File: src/rtl/ram_2r1w_sched_pkg.sv
// Shared constants and types for the 2R1W RAM request scheduler.
package ram_sched_pkg;

    localparam int DEF_NUM_REQ = 4;
    localparam int DEF_ADDR_W  = 6;
    localparam int DEF_DATA_W  = 8;

    // Read port a granted requester was served on; routes its response data.
    typedef enum logic {
        PORT1 = 1'b0,
        PORT2 = 1'b1
    } port_sel_e;

endpackage

File: src/rtl/ram_2r1w_sched_rr_pick.sv
// Round-robin find-first: returns the first set request at or after ptr_i, wrapping.
module rr_pick #(
    parameter int N     = 4,
    parameter int PTR_W = 2
) (
    input  logic [N-1:0]     req_i,
    input  logic [PTR_W-1:0] ptr_i,
    output logic             found_o,
    output logic [PTR_W-1:0] idx_o,
    output logic [N-1:0]     onehot_o
);

    logic [PTR_W:0]   sum;
    logic [PTR_W-1:0] pos;

    always_comb begin
        found_o  = 1'b0;
        idx_o    = '0;
        onehot_o = '0;
        sum      = '0;
        pos      = '0;
        for (int k = 0; k < N; k++) begin
            // ptr_i + k is below 2*N, so one conditional subtract is the modulo
            sum = {1'b0, ptr_i} + (PTR_W + 1)'(k);
            if (sum >= (PTR_W + 1)'(N)) begin
                sum = sum - (PTR_W + 1)'(N);
            end
            pos = sum[PTR_W-1:0];
            if (!found_o && req_i[pos]) begin
                found_o       = 1'b1;
                idx_o         = pos;
                onehot_o[pos] = 1'b1;
            end
        end
    end

endmodule

File: src/rtl/ram_2r1w_sched.sv
// Schedules NUM_REQ requesters onto a 2-read/1-write synchronous RAM with round-robin fairness.
// Define RAM_SCHED_BYPASS_EN to forward same-cycle write data to reads of the same address.
module ram_2r1w_sched
    import ram_sched_pkg::*;
#(
    parameter int NUM_REQ = DEF_NUM_REQ,
    parameter int ADDR_W  = DEF_ADDR_W,
    parameter int DATA_W  = DEF_DATA_W
) (
    input  logic                      clk,
    input  logic                      rst_n,
    input  logic [NUM_REQ-1:0]        req_valid,
    input  logic [NUM_REQ-1:0]        req_we,
    input  logic [NUM_REQ*ADDR_W-1:0] req_addr,
    input  logic [NUM_REQ*DATA_W-1:0] req_wdata,
    output logic [NUM_REQ-1:0]        gnt,
    output logic [NUM_REQ-1:0]        rsp_valid,
    output logic [NUM_REQ*DATA_W-1:0] rsp_data,
    output logic                      ram_en,
    output logic                      ram_wr_en,
    output logic [ADDR_W-1:0]         ram_wr_addr,
    output logic [ADDR_W-1:0]         ram_rd_addr1,
    output logic [ADDR_W-1:0]         ram_rd_addr2,
    output logic [DATA_W-1:0]         ram_wr_data,
    input  logic [DATA_W-1:0]         ram_rd_data1,
    input  logic [DATA_W-1:0]         ram_rd_data2
);

    localparam int PTR_W = $clog2(NUM_REQ);

    function automatic logic [PTR_W-1:0] ptr_inc(input logic [PTR_W-1:0] p);
        return (p == PTR_W'(NUM_REQ - 1)) ? '0 : p + 1'b1;
    endfunction

    logic                ram_en_q;
    logic [PTR_W-1:0]    wr_ptr_q, wr_ptr_d;
    logic [PTR_W-1:0]    rd_ptr_q, rd_ptr_d;
    logic [ADDR_W-1:0]   rd_addr1_q, rd_addr1_d;
    logic [ADDR_W-1:0]   rd_addr2_q, rd_addr2_d;
    logic [NUM_REQ-1:0]  rsp_valid_q, rsp_valid_d;
    port_sel_e           rsp_port_q [NUM_REQ];
    port_sel_e           rsp_port_d [NUM_REQ];

    logic [ADDR_W-1:0]   addr_a  [NUM_REQ];
    logic [DATA_W-1:0]   wdata_a [NUM_REQ];

    logic [NUM_REQ-1:0]  wr_cand, rd_cand, rd2_cand;
    logic                wr_found, rd1_found, rd2_found;
    logic [PTR_W-1:0]    wr_idx, rd1_idx, rd2_idx;
    logic [NUM_REQ-1:0]  wr_oh, rd1_oh, rd2_oh;
    logic [DATA_W-1:0]   port1_data, port2_data;

    for (genvar g = 0; g < NUM_REQ; g++) begin : g_unpack
        assign addr_a[g]  = req_addr[g*ADDR_W +: ADDR_W];
        assign wdata_a[g] = req_wdata[g*DATA_W +: DATA_W];
    end

    // ---- grant stage: arbitration is combinational and consumed this cycle
    assign wr_cand  = req_valid &  req_we & {NUM_REQ{ram_en_q}};
    assign rd_cand  = req_valid & ~req_we & {NUM_REQ{ram_en_q}};
    assign rd2_cand = rd_cand & ~rd1_oh;

    rr_pick #(.N(NUM_REQ), .PTR_W(PTR_W)) u_pick_wr (
        .req_i    (wr_cand),
        .ptr_i    (wr_ptr_q),
        .found_o  (wr_found),
        .idx_o    (wr_idx),
        .onehot_o (wr_oh)
    );

    rr_pick #(.N(NUM_REQ), .PTR_W(PTR_W)) u_pick_rd1 (
        .req_i    (rd_cand),
        .ptr_i    (rd_ptr_q),
        .found_o  (rd1_found),
        .idx_o    (rd1_idx),
        .onehot_o (rd1_oh)
    );

    // Same start point with the first winner masked yields the second hit in order.
    rr_pick #(.N(NUM_REQ), .PTR_W(PTR_W)) u_pick_rd2 (
        .req_i    (rd2_cand),
        .ptr_i    (rd_ptr_q),
        .found_o  (rd2_found),
        .idx_o    (rd2_idx),
        .onehot_o (rd2_oh)
    );

    assign gnt = wr_oh | rd1_oh | rd2_oh;

    always_comb begin
        ram_wr_en   = wr_found;
        ram_wr_addr = '0;
        ram_wr_data = '0;
        if (wr_found) begin
            ram_wr_addr = addr_a[wr_idx];
            ram_wr_data = wdata_a[wr_idx];
        end

        rd_addr1_d = rd1_found ? addr_a[rd1_idx] : rd_addr1_q;
        rd_addr2_d = rd2_found ? addr_a[rd2_idx] : rd_addr2_q;

        wr_ptr_d = wr_found ? ptr_inc(wr_idx) : wr_ptr_q;
        rd_ptr_d = rd_ptr_q;
        if (rd2_found) begin
            rd_ptr_d = ptr_inc(rd2_idx);
        end else if (rd1_found) begin
            rd_ptr_d = ptr_inc(rd1_idx);
        end

        rsp_valid_d = rd1_oh | rd2_oh;
        for (int i = 0; i < NUM_REQ; i++) begin
            rsp_port_d[i] = rd2_oh[i] ? PORT2 : PORT1;
        end
    end

    assign ram_en       = ram_en_q;
    assign ram_rd_addr1 = rd_addr1_d;
    assign ram_rd_addr2 = rd_addr2_d;

    always_ff @(posedge clk or negedge rst_n) begin
        if (!rst_n) begin
            ram_en_q    <= 1'b0;
            wr_ptr_q    <= '0;
            rd_ptr_q    <= '0;
            rd_addr1_q  <= '0;
            rd_addr2_q  <= '0;
            rsp_valid_q <= '0;
            for (int i = 0; i < NUM_REQ; i++) begin
                rsp_port_q[i] <= PORT1;
            end
        end else begin
            ram_en_q    <= 1'b1;
            wr_ptr_q    <= wr_ptr_d;
            rd_ptr_q    <= rd_ptr_d;
            rd_addr1_q  <= rd_addr1_d;
            rd_addr2_q  <= rd_addr2_d;
            rsp_valid_q <= rsp_valid_d;
            for (int i = 0; i < NUM_REQ; i++) begin
                rsp_port_q[i] <= rsp_port_d[i];
            end
        end
    end

    // ---- response stage: RAM data arrives one cycle after the grant
`ifdef RAM_SCHED_BYPASS_EN
    logic              byp1_q, byp1_d;
    logic              byp2_q, byp2_d;
    logic [DATA_W-1:0] byp_data_q;

    assign byp1_d = wr_found && rd1_found && (ram_wr_addr == rd_addr1_d);
    assign byp2_d = wr_found && rd2_found && (ram_wr_addr == rd_addr2_d);

    always_ff @(posedge clk or negedge rst_n) begin
        if (!rst_n) begin
            byp1_q     <= 1'b0;
            byp2_q     <= 1'b0;
            byp_data_q <= '0;
        end else begin
            byp1_q     <= byp1_d;
            byp2_q     <= byp2_d;
            byp_data_q <= ram_wr_data;
        end
    end

    assign port1_data = byp1_q ? byp_data_q : ram_rd_data1;
    assign port2_data = byp2_q ? byp_data_q : ram_rd_data2;
`else
    assign port1_data = ram_rd_data1;
    assign port2_data = ram_rd_data2;
`endif

    assign rsp_valid = rsp_valid_q;

    always_comb begin
        rsp_data = '0;
        for (int i = 0; i < NUM_REQ; i++) begin
            rsp_data[i*DATA_W +: DATA_W] = (rsp_port_q[i] == PORT2) ? port2_data : port1_data;
        end
    end

endmodule

File: config.mk
export PLATFORM = sky130hd
export DESIGN_NAME = ram_2r1w_sched
export DESIGN_NICKNAME = d
export VERILOG_FILES = /design/src/rtl/ram_2r1w_sched_pkg.sv /design/src/rtl/ram_2r1w_sched_rr_pick.sv /design/src/rtl/ram_2r1w_sched.sv
export SDC_FILE = /design/constraint.sdc
export NUM_CORES = 1
export LEC_CHECK = 0
export CAP_MARGIN = 20
export CORE_ASPECT_RATIO = 0.75
export CORE_MARGIN = 2
export CORE_UTILIZATION = 40
export CTS_BUF_LIST = sky130_fd_sc_hd__clkbuf_16
export DETAILED_ROUTE_END_ITERATION = 12
export PLACE_DENSITY = 0.85
export SYNTH_ARGS = -nofsm -noshare
export SYNTH_HDL_FRONTEND = slang
export SYNTH_HIERARCHICAL = 1
export SYNTH_SLANG_ARGS = --single-unit
File: constraint.sdc
create_clock -name clk -period 6.2 [get_ports clk]
set_input_delay 1.24 -clock clk [delete_from_list [all_inputs] [get_ports clk]]
set_output_delay 1.24 -clock clk [all_outputs]
set_load 0.01 [all_outputs]
==> flow_summary.yaml <==
synthesis:
  ys_seq_elements: 25
  syn_nets: 424
  ys_async_sr_fraction_pct: 100
  yosysUniqueCellTypes: 35
  synth_flop_cell: "dfrtp_1"
  yosys.area_share.xor_xnor_pct: 0
  synth_fa_ha_area_share_pct: 6.56
  synthMuxAreaShare_pct: 39.5
  synth_cells: 324
  syn_area_um2: 3430
  syn_avg_cell_area_um2: 10.6
  synth_edf_count: 0
  synth_top_family_by_area: "multiplexers"
  yosys.area_share.simple_pct: 15.7
  yosysWarnings: 6
  yosysSeqAreaShare_pct: 18.2
  synth_compound_area_share_pct: 14.1
sta:
  rsz0062_at_grt: "yes"
  tightestPinTransition_ps: 699
  timing.final.ws_setup_ps: -71.2
  period_minus_slack_ps: 6270
  hold_violations: 0
  period_share_pct: 101
  relSlewSlack_pct: 53.4
  finalSetupViolations: 7
  holdWs_ps: 488
  final.setup.tns_ps: -321
  drv_slew: 0
  skew_ps: 3.86
  fmax_mhz: 159
clock_tree:
  cts_buffer_depth: 2
  htreeDepth: 1
  cts_root_buffer: "clkbuf_16"
  numCtsBuffers: 3
  path_clk_slew_ps: 70
  clkLatencyLatePin_ps: 270
  clock-sinks: 25
  cts_tree: "yes"
route:
  post-route-drc-count: 0
  first_pass_iters: 5
  num_vias: 3895
  drtIter0Drc: 210
  routed_wl_mm: 13.4
  ant_nets: 0
  wire_per_inst_um: 20.6
  drt-vias-per-instance: 5.97
global_routing:
  grt_antenna_before_repair: 0
  grt_pass1_wl_mm: 19.8
  grt_max_degree: 26
  track_usage_pct: 25.9
  grt_overflow_total: 0
  first_global_vias: 3873
outcome:
  status: "complete, but fails checks"
  violations: "negative setup slack"
setup_path:
  cp-start-kind: "primary input"
  cp_cell_sequence: "clkdlybuf4s15_1 > nand2_2 > nor2_4 > mux4_2 > nor4b_4 > a22oi_1 > o21ai_1 > nor3_4 > mux4_2 > buf_6 > nor2b_1 > nor2_1 > o31ai_2 > buf_4 > buf_12 > mux2i_4 > o221ai_4 > buf_6"
  critPathMaxFanout: 6
  path_class: "in2out"
  ff2ff_path_depth: 17
  cp_slowest_cell: "mux4_2"
  rrSetupSlack_ps: 1730
  reg2reg_from: "rd_ptr_q[0]"
  cpPeakStageDelay_ps: 520
  r2r_end: "rd_addr2_q[4]"
  end_kind: "output pin"
  worstPathArrival_ps: 5030
  cp.required_ps: 4960
  endpoint: "ram_rd_addr2[4]"
  crit_start: "req_valid[0]"
power_and_ir_drop:
  max-vdd-ir-drop_mv: 0.335
  netSwitchingPower_mw: 1.16
  pwr-share-clk_pct: 5.6
  combPwrFrac_pct: 82.5
  p_per_area_nw_per_um2: 451
  p_int_mw: 1.52
  sequentialPowerShare_pct: 11.9
  swShare_pct: 43.3
  power_leakage_nw: 2.45
floorplan:
  dieArea_um2: 9350
  die_width_um: 111
  core_um2: 8380
  pin_count: 150
  die_h_um: 84.2
  row_count: 29
  initial_core_util_pct: 41.0
place:
  preCtsSetupSlack_ps: -724
  gp_congestion: 0.946
  port_buffers: 149
  dp_cells: 604
  hpwl_mm: 8.56
final_layout:
  final_cell_mix: "clkdlybuf4s50_1 (131), buf_4 (86), mux2_2 (38), dfrtp_1 (25), a22oi_1 (21)"
  final_nets: 645
  final_cells: 652
  drive_above_1_share_pct: 38.6
  final_common_cell: "clkdlybuf4s50_1"
  antennaDiodeCount: 0
  final_util_pct: 70.9
  areaGrowthSynthToFinish_pct: 73.0
flow_run:
  maxCapViolCount: 0
min_path:
  min_path_type: "reg2reg"
worst max-delay path, delay by kind of cell:
family | cells | cell delay, ps
mux | 3 | 1270
simple gates | 6 | 890
buf+inv | 5 | 840
compound gates | 4 | 770
layout make-up:
| cell class | count | area (um^2) |
|---|---|---|
| multi-input cells | 266 | 2900 |
| fillers | 549 | 2440 |
| repair buffers | 239 | 2170 |
| flip-flops and latches | 25 | 626 |
| well taps | 108 | 135 |
| clock buffers | 3 | 75.1 |
| inverters | 10 | 37.5 |
| clock inverters | 1 | 5.00 |
sequential cells by signal (all words and copies together), names as in the netlist:
signal / count
rd_addr2_q: 6
rd_ptr_q: 2
wr_ptr_q: 2
rsp_port_q: 4
rsp_valid: 4
rd_addr1_q: 6
ram_en: 1
synthesized netlist by cell type, types with 4 or more instances:
master    instances  area (um^2)
mux2_2           38          428
mux2i_1          30          300
dfrtp_1          25          626
a22oi_1          24          180
nand2b_1         19          119
ha_1             18          225
o21ai_0          17         85.1
mux4_2           15          338
and2_1           14         87.6
o221ai_1         14          123
nor2_1           13         48.8
clkbuf_1         11         41.3
mux4_1           11          289
inv_1            10         37.5
nand2_1           8         30.0
buf_6             7         78.8
nor3_1            7         35.0
and3_1            4         25.0
or2_2             4         25.0
or3_1             4         25.0
per-stage QoR:
stage	power [mW]	cell area (um^2)
after floorplan	1.41	3430
after global placement	2.18	5280
after detailed placement	2.23	5280
after CTS	2.50	5730
after global routing	2.83	5940
final	2.68	5940
power by group through the flow:
stage	combinational [mW]	clock [mW]	sequential, mW
after floorplan	1.13	0	0.282
after global placement	1.87	0	0.316
after detailed placement	1.91	0	0.318
after CTS	2.03	0.150	0.316
after global routing	2.35	0.158	0.330
final	2.21	0.149	0.320
timing repair:
action                                  CTS  global route
endpoints found under the setup margin   10            10
hold endpoints to repair                  0             0
hold buffers                              0             0
setup buffers                            36             8
resized for setup                        60            46
pin swaps                                 6             9
logic make-up after synthesis:
group                      after synthesis
other                                    1
AOI/OAI and AO/OA                       67
muxes                                   94
and+or+nand+nor                         86
DFF                                     25
buffers and inverters                   33
adders and majority gates               18
per-layer routing:
layer	wire, um	vias to the layer above	part of all wire, %	track usage, %
met4	675	0	5.0	8.64
met2	6610	208	49	45.7
li1	-	1716	-	-
met5	0	-	0	0
met1	5330	1916	40	32.8
met3	777	55	5.8	3.97
how the worst min path moves through the flow:
stage                     depth (start not counted)             to  slack [ps]           from
after detailed placement                          2  rd_addr2_q[3]         490  rd_addr2_q[3]
after global placement                            2  rd_addr1_q[3]         480  rd_addr1_q[3]
final                                             2  rd_addr2_q[0]         490  rd_addr2_q[0]
after global routing                              2  rd_addr1_q[3]         520  rd_addr1_q[3]
after floorplan                                   2  rd_addr1_q[0]         530  rd_addr1_q[0]
after CTS                                         2  rd_addr2_q[3]         490  rd_addr2_q[3]
Power figures use the tool's default switching activity.
